## src/rtl/sample_fifo.sv

```systemverilog
// rtl/sample_fifo.sv - single-clock first-word-fall-through sample FIFO with flags and sticky errors

module sample_fifo #(
    parameter int WIDTH      = 8,
    parameter int DEPTH      = 16,
    parameter int AFULL_THR  = DEPTH - 2,
    parameter int AEMPTY_THR = 2
) (
    input  logic                     clk,
    input  logic                     reset,
    input  logic                     flush,
    input  logic                     wr,
    input  logic [WIDTH-1:0]         din,
    input  logic                     rd,
    output logic [WIDTH-1:0]         dout,
    output logic                     empty,
    output logic                     full,
    output logic                     almost_empty,
    output logic                     almost_full,
    output logic [$clog2(DEPTH):0]   count,
    output logic                     overflow,
    output logic                     underflow
);

    // Address width of the storage and pointer width including the wrap bit.
    localparam int AW = $clog2(DEPTH);
    localparam int PW = AW + 1;

    logic [WIDTH-1:0] mem [DEPTH];

    logic [PW-1:0] rd_ptr_q, rd_ptr_d;
    logic [PW-1:0] wr_ptr_q, wr_ptr_d;
    logic          overflow_q, overflow_d;
    logic          underflow_q, underflow_d;

    logic          rd_load;
    logic          wr_load;
    logic          mem_we;
    logic [PW-1:0] occupancy;

    // Status is derived purely from the registered pointers, so no rd/wr path reaches the flags.
    always_comb begin
        occupancy    = wr_ptr_q - rd_ptr_q;
        empty        = (rd_ptr_q == wr_ptr_q);
        full         = (rd_ptr_q[PW-1] != wr_ptr_q[PW-1]) &&
                       (rd_ptr_q[AW-1:0] == wr_ptr_q[AW-1:0]);
        count        = occupancy;
        almost_empty = (int'(occupancy) <= AEMPTY_THR);
        almost_full  = (int'(occupancy) >= AFULL_THR);
        overflow     = overflow_q;
        underflow    = underflow_q;
        dout         = mem[rd_ptr_q[AW-1:0]];
    end

    // Accept decisions; a write into a full FIFO only goes through when a pop frees the slot.
    always_comb begin
        rd_load = rd && !empty;
        wr_load = wr && (!full || rd);
        mem_we  = wr_load && !reset && !flush;
    end

    // Next-state for pointers and sticky error flags; flush behaves like a functional reset.
    always_comb begin
        rd_ptr_d    = rd_ptr_q;
        wr_ptr_d    = wr_ptr_q;
        overflow_d  = overflow_q;
        underflow_d = underflow_q;
        if (flush) begin
            rd_ptr_d    = '0;
            wr_ptr_d    = '0;
            overflow_d  = 1'b0;
            underflow_d = 1'b0;
        end else begin
            if (rd_load) begin
                rd_ptr_d = rd_ptr_q + PW'(1);
            end
            if (wr_load) begin
                wr_ptr_d = wr_ptr_q + PW'(1);
            end
            if (wr && !wr_load) begin
                overflow_d = 1'b1;
            end
            if (rd && !rd_load) begin
                underflow_d = 1'b1;
            end
        end
    end

    // State registers with synchronous active-high reset.
    always_ff @(posedge clk) begin
        if (reset) begin
            rd_ptr_q    <= '0;
            wr_ptr_q    <= '0;
            overflow_q  <= 1'b0;
            underflow_q <= 1'b0;
        end else begin
            rd_ptr_q    <= rd_ptr_d;
            wr_ptr_q    <= wr_ptr_d;
            overflow_q  <= overflow_d;
            underflow_q <= underflow_d;
        end
    end

    // Storage is never cleared; only accepted writes touch it.
    always_ff @(posedge clk) begin
        if (mem_we) begin
            mem[wr_ptr_q[AW-1:0]] <= din;
        end
    end

endmodule
```

## config.mk

```make
export PLATFORM = sky130hd
export DESIGN_NAME = sample_fifo
export DESIGN_NICKNAME = d
export VERILOG_FILES = /design/src/rtl/sample_fifo.sv
export SDC_FILE = /design/constraint.sdc
export NUM_CORES = 1
export LEC_CHECK = 0
export CAP_MARGIN = 20
export CORE_UTILIZATION = 60
export CTS_CLUSTER_DIAMETER = 60
export DETAILED_ROUTE_END_ITERATION = 6
export PLACE_DENSITY = 0.8
export SYNTH_ARGS = -nofsm -noshare
export SYNTH_HDL_FRONTEND = slang
export SYNTH_SLANG_ARGS = --single-unit
```

## constraint.sdc

```tcl
create_clock -name clk -period 5.4 [get_ports clk]
set_input_delay 0.54 -clock clk [delete_from_list [all_inputs] [get_ports clk]]
set_output_delay 0.54 -clock clk [all_outputs]
set_load 0.01 [all_outputs]
```

# Word level (Yosys, flattened, before mapping)
# Memory sizes are Yosys's and may differ from the RTL's. A register that Yosys moved wholly into a read port is not among the register bits.
# Cells that the tools add are included.
[totals] reg_bits=12 mem_bits_rw=128 out_inout_bits=19 wordCells=32 mem_count=1
[mem_list] name="mem" words=16 width=8 read_ports=1 rd_ports_with_merged_regs=1 write_ports=1 line="29" source="logic [WIDTH-1:0] mem [DEPTH];"
[op_classes] addsub=3 n_lt_le_gt_ge=2 eq_ne=3 mux=4 n_reduce_logical=15
[op_table] cell="5-bit by 1-bit adder with 5-bit output (second input constant)" count=2
[op_table] cell="4-bit two-way mux" count=2
[op_table] cell="1-bit logical AND" count=7
[op_table] cell="1-bit zero test" count=6
[op_table] cell="5-bit == test" count=1
[op_table] cell="5-bit by 4-bit greater-or-equal comparator with 1-bit output (second input constant)" count=1
[op_table] cell="5-bit by 2-bit <= comparator with 1-bit output (second input constant)" count=1
[op_table] cell="5-bit subtractor" count=1
[op_table] cell="4-bit == test" count=1
[op_table] cell="1-bit two-way mux" count=2
[op_table] cell="2-bit OR reduction" count=1
[op_table] cell="1-bit logical OR" count=1
[op_table] cell="1-bit != test" count=1

# Longest topological paths before layout
# Gate-level depths: netlist of run 1.
[logic_depth] ltp_word=9 depth_mapped=8 ltp_nobuf=8

# Least setup slack after synthesis of run 1
# OpenSTA, ideal clock, no wires.
[synth_path] path_kind="flip-flop to output port" startpoint="register wr_ptr_q[0]" endpoint="output port almost_empty" t_arrival_ns=1.826 required_time_ns=4.860 path_slack_ns=3.034 path_stages_with_launch=9 path_cell_list="dfxtp_1 > inv_1 > ha_1 > inv_1 > fa_1 > a21o_1 > a21oi_1 > xnor2_1 > a211oi_1"
[synth_between] elab_chain_len=2
[synth_rtl] element="start, declared" line="32" source="logic [PW-1:0] wr_ptr_q, wr_ptr_d;"
[synth_rtl] element="start signal, assigned" line="98" source="wr_ptr_q <= wr_ptr_d;"
[synth_rtl] element="5-bit subtractor" line="43" source="occupancy = wr_ptr_q - rd_ptr_q;"
[synth_rtl] element="named net count[4]" line="20" source="output logic [$clog2(DEPTH):0] count,"
[synth_rtl] element="5-bit by 2-bit <= comparator with 1-bit output" line="48" source="almost_empty = (int'(occupancy) <= AEMPTY_THR);"
[synth_rtl] element="end, declared" line="18" source="output logic almost_empty,"
# The timed path passes the listed nets, and every way through them passes these cells.

==> out/results.txt, run 1 <==
Number of synthesized register bits: 144
Top-count cell post-synth: edfxtp_1
Syn Area/Cell: 18.5 sq um
Filler cells: 575
Synth top area share: 0.664
Drt first-iter violations: 231
Synth warn: 0
Post-CTS sizing: 0
Post-Syn Instances: 313
Largest net degree at the start of global routing: 33
Syn Std Cell Area: 5790 sq um
Post-Synth Adder-Cell Area: 0.0229
CTS Root Cell: clkbuf_8
Leakage power: 2.24 nW
Slowest cell on the critical path: dfxtp_2
Setup violators final: 0
RSZ-0062 raised after global routing: false
Crit path capture type: primary output
Initial Utilization: 0.623
# Post-CTS Setup Buffers: 0
Fin crit period: 3600 ps
Synth Area in Compound Gates: 0.0443
Area Overhead vs Synth: 17.5%
Yosys top cell by area: edfxtp_1
GP Congestion: 0.769
Htree depth: 4
Die area: 10000 sq um
Layout cells sized above 1: 0.190
CP peak stage delay: 720 ps
Fmax: 0.278 GHz
Setup TNS Final: 0 ps
Ys flop type: edfxtp_1
CTS Buf Count: 17
Cell Pwr Density: 358 nW/um^2
Core Footprint: 9280 sq um
CTS sink cnt: 144
Worst Path Buf+Inv: 2
Peak VDD IR: 190 uV
Multiplexer share of the synthesized area: 0.128
Number of enable flip-flop cells after synthesis: 128
Outcome: finished clean
Hold crit path type: reg2reg
Die W: 100 um
Fraction of registers with async set or reset after synthesis: 0
Skew final: 7.49 ps
Sw power: 0.488 mW
Period utilisation layout: 0.666
Crit-path max FO: 17
First-pass GRT wire length: 18.0 mm
Drt pass-1 iters: 4
Critical path cell sequence: buf_4, mux4_2, a22oi_1, nand2_1, clkdlybuf4s50_1
Clock power share: 0.469
Overflow after GRT: 0
Worst setup SP type: register
Area contributors post-synth: edfxtp_1, mux4_2, dfxtp_1, a22oi_1, ha_1
Worst-path clk slew: 60 ps
Worst-skew pair later-pin latency: 520 ps
Fin cells: 493
P_int: 1.95 mW
Seq/Total Area, Yosys: 0.720
Post-Synth Simple-Gate Area: 0.0541
Post-Route WL: 11.7 mm
Post-Place Cells: 462
Residual DRC count: 0
Cell Rows: 35
Combinational share of power: 0.030
Routed WL per cell: 23.7 um
Vias in the first global route: 3141
Largest family of logic cells by synthesized area: multiplexers
WHS: 482 ps
CP delay by family, top: buffers and inverters
Via count: 3015
Initial antenna violation count: 0
Final Max Tran Viols: 0
CTS tree: built
Vias per inst: 6.12
Diode count: 0
Crit path kind: reg2out
Die Y: 100 um
Commonest cells in the netlist: edfxtp_1, mux4_2, a22oi_1, dfxtp_1, nor2_1
Worst slew margin: 0.242
CTS Hold Bufs: 0
Final hold violation count: 0
Max-Cap Viols: 0
CP required: 4860 ps
Dpl hpwl: 7.20 mm
Worst slew pin tran: 1130 ps
Total power: 2.44 mW
Yosys cell types: 39
Port bufs: 31
Net count, final: 375
Gr usage total: 0.260
Sequential power share: 0.500
Sw Share: 0.200
Mapped Nets: 336
Xor and xnor area share after synthesis: 0.0164
Crit path arrival time: 3060 ps
Max clock buf depth: 2
Post-route ant nets: 0
Ports: 32
final cells by class:
type / count / area, sq um / area share
clock inverter: 14 / 168 / 0.0247
timing repair buffer: 33 / 325 / 0.0478
inverter: 8 / 30.0 / 0.00442
sequential: 144 / 4170 / 0.612
tap: 129 / 161 / 0.0237
clock buffer: 17 / 414 / 0.0609
multi-input combinational: 148 / 1540 / 0.226
kinds of logic (layout without fill, tap and decap cells):
kind of cell | Yosys count | in the layout
flip-flops | 144 | 144
AND/OR/NAND/NOR | 60 | 60
AO/OA/AOI/OAI | 34 | 34
multiplexers | 34 | 34
buffers and inverters | 21 | 72
adder cells (fa/ha/maj) | 10 | 10
XOR/XNOR | 10 | 10
state kept, by name, summed over array words and instances (netlist names), named ones only:
signal / cells
mem: 128
rd_ptr_q: 5
overflow: 1
underflow: 1
wr_ptr_q: 5
final timing paths:
check	start	endpoint	slack, ps	depth (start not counted)
setup / recovery	register	dout[0]	1800	5
hold / removal	overflow$_SDFFE_PP0P_	overflow$_SDFFE_PP0P_	480	2
setup reg to reg	wr_ptr_q[2]$_SDFFE_PP0P_	mem[1][5]$_DFFE_PP_	2790	4
hold reg to reg	overflow$_SDFFE_PP0P_	overflow$_SDFFE_PP0P_	480	2
cells in the final DEF (no fill, tap or decap), types with 2 or more instances in the layout:
cell type	instances
or3_1	3
edfxtp_1	128
a31oi_1	2
nand3_1	2
clkinv_4	5
mux4_2	32
xor2_1	4
ha_1	9
clkbuf_16	16
bufinv_16	3
nor2b_1	6
clkinv_1	2
o21ai_0	2
a21o_1	2
buf_4	2
clkinv_2	2
a22oi_1	16
clkdlybuf4s50_1	31
mux2i_1	2
nand4_1	4
inv_1	8
a21oi_1	4
nor2_1	15
xnor2_1	5
and3_1	14
and2_1	2
nand2_1	10
dfxtp_1	15
per-layer routing:
layer,vias up,track usage,part of all wire
met5,-,0,0
met2,115,0.428,0.51
met4,0,0.111,0.018
met1,1536,0.335,0.40
met3,18,0.0606,0.069
li1,1346,-,-
metrics by stage:
stage / setup slack, ps / instance area (sq um) / utilization
2_1_floorplan: 3030 / 5790 / -
3_3_place_gp: 2310 / 6220 / 0.670
3_5_place_dp: 2280 / 6220 / 0.670
4_1_cts: 1700 / 6800 / 0.733
5_1_grt: 1570 / 6800 / 0.733
6_report: 1800 / 6800 / 0.733
power by group through the flow:
stage | logic (mW) | clock network [mW] | registers [mW]
after floorplan | 0.0350 | 0 | 1.24
after global placement | 0.0717 | 0 | 1.24
after detailed placement | 0.0740 | 0 | 1.24
after CTS | 0.0747 | 1.15 | 1.22
after global routing | 0.0802 | 1.20 | 1.22
final | 0.0740 | 1.14 | 1.22
worst register-to-register path: cells and delay by family (launching register included):
family / cells / cell delay (ps)
adders and majority gates: 1 / 350
DFF: 1 / 480
AOI/OAI and AO/OA: 1 / 500
and+or+nand+nor: 2 / 920
No activity file was read; power rests on OpenSTA's default activity.
==> run 2, diff against run 1 <==
- CORE_UTILIZATION: 60 -> 53
- PLACE_DENSITY: 0.8 -> 0.75
- clock period: 5.4 -> 2.9 ns (I/O delays scaled with it)
==> run 2 against run 1 <==
Combinational power is 110% higher. Largest power group unchanged. Utilization is 6.5 points lower. Global-route usage is 2.7 points lower. Critical path type unchanged. Clock-buffer cell count is 1 higher. Critical path depth stayed put. Routed wire length is 3.1% higher. Flip-flop and latch count stayed put. Clock skew is 1.2 ps higher. Clock power is 82% higher. Cell area is 2.7% higher. First-iteration DRC count is 16% higher. Register-to-register slack worse by 2500 ps.
==> out/results.txt, run 2 (synthesized netlist as in run 1, its figures left out) <==
Outcome: finished clean
Initial Utilization: 0.553
Peak VDD IR: 399 uV
Commonest non-fill, non-tap cell in the layout: edfxtp_1
Max clock buf depth: 2
Final Max Tran Viols: 0
Worst slew margin: 0.375
Ports: 32
Routed WL per cell: 23.4 um
Core Footprint: 10500 sq um
Port bufs: 31
CTS tree: built
Post-Route WL: 12.1 mm
GP Congestion: 0.815
Htree depth: 4
Worst setup SP type: register
Cell Pwr Density: 642 nW/um^2
Leakage power: 2.34 nW
Max-Cap Viols: 0
Most frequent cells in the layout: edfxtp_1, mux4_2, clkdlybuf4s50_1, clkbuf_16
Period utilisation layout: 0.955
Setup violators final: 0
Dpl hpwl: 7.39 mm
Skew final: 8.72 ps
Cell Rows: 37
Drt first-iter violations: 268
Post-Place Cells: 477
Final hold violation count: 0
Fin crit period: 2770 ps
Residual DRC count: 0
Worst slew pin tran: 935 ps
Crit-path max FO: 9
Die area: 11300 sq um
CTS sink cnt: 144
Die Y: 106 um
Worst-skew pair later-pin latency: 520 ps
Crit path capture type: primary output
Setup TNS Final: 0 ps
Initial antenna violation count: 0
CTS Root Cell: clkbuf_8
Fin cells: 516
Hold crit path type: in2reg
WHS: 454 ps
First-pass GRT wire length: 18.3 mm
Worst-path clk slew: 60 ps
Vias in the first global route: 3256
Largest net degree at the start of global routing: 33
Fmax: 0.361 GHz
Overflow after GRT: 0
Crit path kind: reg2out
Area Overhead vs Synth: 20.7%
Max reg flops: 128
Net count, final: 390
Drt pass-1 iters: 4
Crit path arrival time: 2480 ps
Post-route ant nets: 0
Die W: 106 um
Gr usage total: 0.233
Diode count: 0
Via count: 3044
CP required: 2610 ps
Layout cells sized above 1: 0.255
RSZ-0062 raised after global routing: false
Vias per inst: 5.90
CTS Buf Count: 17
run 2: cell count changes in the layout (fill, tap and decap cells not counted), sizes merged:
cell	previous run	this run
buf	2	17
bufinv	3	2
clkbuf	17	19
clkdlybuf4s50	31	26
clkinv	9	6
clkinvlp	1	6
dlygate4sd2	0	4
inv	9	8
run 2: path summary, 6_finish.rpt:
| kind | startpoint | end | slack (ps) | depth (start not counted) |
|---|---|---|---|---|
| worst max register to register | rd_ptr_q[2]$_SDFFE_PP0N_ | mem[12][7]$_DFFE_PP_ | 280 | 6 |
| worst min-delay path | flush | wr_ptr_q[3]$_SDFFE_PP0P_ | 450 | 3 |
| worst max-delay path | register | dout[6] | 130 | 5 |
| worst min register to register | underflow$_SDFFE_PP0P_ | underflow$_SDFFE_PP0P_ | 480 | 2 |
run 2: per-stage QoR:
step	power [mW]	cell area [sq um]	worst slack [ps]	util
2_1_floorplan	2.38	5790	784	-
3_3_place_gp	2.45	6330	350	0.605
3_5_place_dp	2.46	6330	240	0.605
4_1_cts	4.51	6900	1.31	0.659
5_1_grt	4.61	6990	27.8	0.668
6_report	4.49	6990	132	0.668
run 2: what timing repair did:
action                     CTS  global route
setup endpoints to repair    9             8
gates cloned                 0             1
hold buffers                 0             0
setup buffers                1             5
pin swaps                    1             2
gates resized for setup     11             7
run 2: cell type report:
class / instances / area [sq um]
sequential: 144 / 4170
fill: 721 / 3480
multi-input combinational: 148 / 1560
timing repair buffer: 48 / 483
clock buffer: 18 / 428
tap: 136 / 170
clock inverter: 14 / 143
inverter: 8 / 30.0
run 2: worst max-delay path: stages, from the launching register on:
cell             delay [ps]
dfxtp_4                 410
buf_12                  160
mux4_2                  510
a22oi_1                 250
nand2_1                 100
clkdlybuf4s50_1         520
run 2: layer usage:
| metal | global-route usage | up-vias | routed length [um] |
|---|---|---|---|
| met5 | 0 | - | 0 |
| met4 | 0.0881 | 0 | 97 |
| met3 | 0.0705 | 10 | 705 |
| met2 | 0.385 | 112 | 6320 |
| met1 | 0.289 | 1546 | 4940 |
| li1 | - | 1376 | - |
run 2: report_power, final:
part / internal [mW] / switching (mW) / total (mW) / leakage [nW]
registers: 2.26 / 0.00495 / 2.27 / 1.28
logic: 0.0710 / 0.0809 / 0.152 / 0.793
clock network: 1.24 / 0.826 / 2.07 / 0.265
total: 3.57 / 0.912 / 4.49 / 2.34
==> run 3, diff against run 2 <==
- CORE_ASPECT_RATIO: not set -> 1.5
- CORE_MARGIN: not set -> 2
==> run 3 against run 2 <==
Sequential power is essentially flat. Clock-buffer cell count is the same. Global-route usage shrank 2.8 points. Maximum frequency shrank 0.62%. Sequential share of layout area grew 0.96 points. First-iteration DRC count shrank 22%. Non-clock buffer count shrank 10. Clock skew shrank 1.9 ps. Critical path type unchanged.
==> out/results.txt, run 3 (synthesized netlist as in run 1, its figures left out) <==
Crit-path max FO: 32
CTS Buf Count: 17
Setup ws final: 115 ps
Fin crit period: 2790 ps
Cell Rows: 46
CTS tree: built
Worst slew margin: 0.341
R2R depth: 4
Die W: 89.3 um
Met1 usage: 0.256
Commonest non-fill, non-tap cell in the layout: edfxtp_1
Residual DRC count: 0
Worst R2R End: mem[1][3]$_DFFE_PP_
Post-route ant nets: 0
Met3 Usage GRT: 0.0551
Net count, final: 380
Drt first-iter violations: 210
Skew final: 6.80 ps
Htree depth: 4
Post-Place Cells: 481
Initial antenna violation count: 0
Largest net degree at the start of global routing: 33
CTS sink cnt: 144
Initial Utilization: 0.546
CTS Root Cell: clkbuf_16
Period utilisation layout: 0.960
Final Max Tran Viols: 0
Final hold violation count: 0
Hold crit path type: reg2reg
GP Congestion: 0.817
Max-Cap Viols: 0
Total stage count of the critical path: 5
Fmax: 0.359 GHz
Critical path cell sequence: buf_12, mux4_2, a22oi_1, nand2_1, clkdlybuf4s50_1
Worst-path clk slew: 60 ps
GRT busiest layer: met2
Diode count: 0
Worst Setup EP: dout[1]
Max reg flops: 128
Worst-skew pair later-pin latency: 410 ps
Crit path arrival time: 2500 ps
Core Footprint: 10600 sq um
Vias per inst: 5.84
Worst Path Buf+Inv: 2
Setup TNS Final: 0 ps
Crit path kind: reg2out
Setup violators final: 0
Die Y: 132 um
Post-Route WL: 10.9 mm
Filler cells: 743
CTS Hold Bufs: 0
Overflow after GRT: 0
Most frequent cells in the layout: edfxtp_1, mux4_2, clkdlybuf4s50_1, clkbuf_16, a22oi_1
Via count: 3001
Dpl hpwl: 7.15 mm
Dpl ws: 300 ps
First-pass GRT wire length: 17.2 mm
CP required: 2610 ps
Met2 Usage GRT: 0.334
Outcome: finished clean
Gr usage total: 0.204
Crit path capture type: primary output
Port bufs: 31
Total power: 4.47 mW
Area Overhead vs Synth: 18.7%
Worst slew pin tran: 987 ps
Fin cells: 514
Cell Pwr Density: 651 nW/um^2
Ports: 32
Drt pass-1 iters: 4
Layout cells sized above 1: 0.216
Slowest cell on the critical path: mux4_2
RSZ-0062 raised after global routing: false
Vias in the first global route: 3186
Peak VDD IR: 438 uV
CP peak stage delay: 570 ps
Worst setup SP type: register
Leakage power: 2.27 nW
Die area: 11800 sq um
Max clock buf depth: 2
CP delay by family, top: buffers and inverters
Routed WL per cell: 21.3 um
Critical R2R Launch: wr_ptr_q[3]$_SDFFE_PP0P_
FF-to-FF setup slack: 320 ps
==> run 3: changes by cell type in the layout (fill, tap and decap cells not counted), sizes merged, moves of 2 or more <==
cell and change:
clkinv +2, dlygate4sd2 -2, buf -9, clkinvlp -3, clkdlybuf4s50 +2
==> run 3: metrics by stage <==
step | instance area (sq um) | hold slack, ps | utilization
6_report | 6870 | 480 | 0.649
5_1_grt | 6870 | 503 | 0.649
4_1_cts | 6870 | 485 | 0.649
3_5_place_dp | 6290 | 467 | 0.594
3_3_place_gp | 6290 | 453 | 0.594
2_1_floorplan | 5790 | 389 | -
==> run 3: final cells by class <==
class                           instances  area, sq um  share of cell area
Sequential cell                       144         4170               0.607
Inverter                                8         30.0             0.00437
Tap cell                              144          180              0.0262
Clock inverter                         14          141              0.0206
Clock buffer                           18          429              0.0625
Multi-Input combinational cell        148         1540               0.224
Timing Repair Buffer                   38          380              0.0554
==> run 3: report_power, final <==
part	switching, mW	total (mW)	leakage [nW]	internal (mW)
Clock	0.801	2.06	0.273	1.26
Combinational	0.0787	0.143	0.716	0.0638
Sequential	0.00410	2.27	1.28	2.26
==> run 3: routing by layer <==
layer,vias up,wire [um]
met5,-,0
met4,0,218
met3,17,379
met2,77,5860
met1,1547,4470
li1,1360,-
==> run 3: repair_timing <==
item,4_1_cts,5_1_grt
endpoints found under the setup margin,3,3
pin swaps,1,0
resized for setup,3,9
setup buffers,1,0
==> run 3: worst min-delay path by stage <==
| stage | start | to | slack [ps] | cells past startpoint |
|---|---|---|---|---|
| 3_3_place_gp | overflow$_SDFFE_PP0P_ | overflow$_SDFFE_PP0P_ | 450 | 2 |
| 6_report | overflow$_SDFFE_PP0P_ | overflow$_SDFFE_PP0P_ | 480 | 2 |
| 5_1_grt | underflow$_SDFFE_PP0P_ | underflow$_SDFFE_PP0P_ | 500 | 2 |
| 2_1_floorplan | din[0] | mem[0][0]$_DFFE_PP_ | 390 | 0 |
| 3_5_place_dp | overflow$_SDFFE_PP0P_ | overflow$_SDFFE_PP0P_ | 470 | 2 |
| 4_1_cts | overflow$_SDFFE_PP0P_ | overflow$_SDFFE_PP0P_ | 490 | 2 |
==> run 3: worst reg2reg max path: cells and delay by family, from the launching register on <==
family,cells,cell delay (ps)
AND/OR/NAND/NOR,2,860
AO/OA/AOI/OAI,1,530
flip-flops,1,490
adder cells (fa/ha/maj),1,350
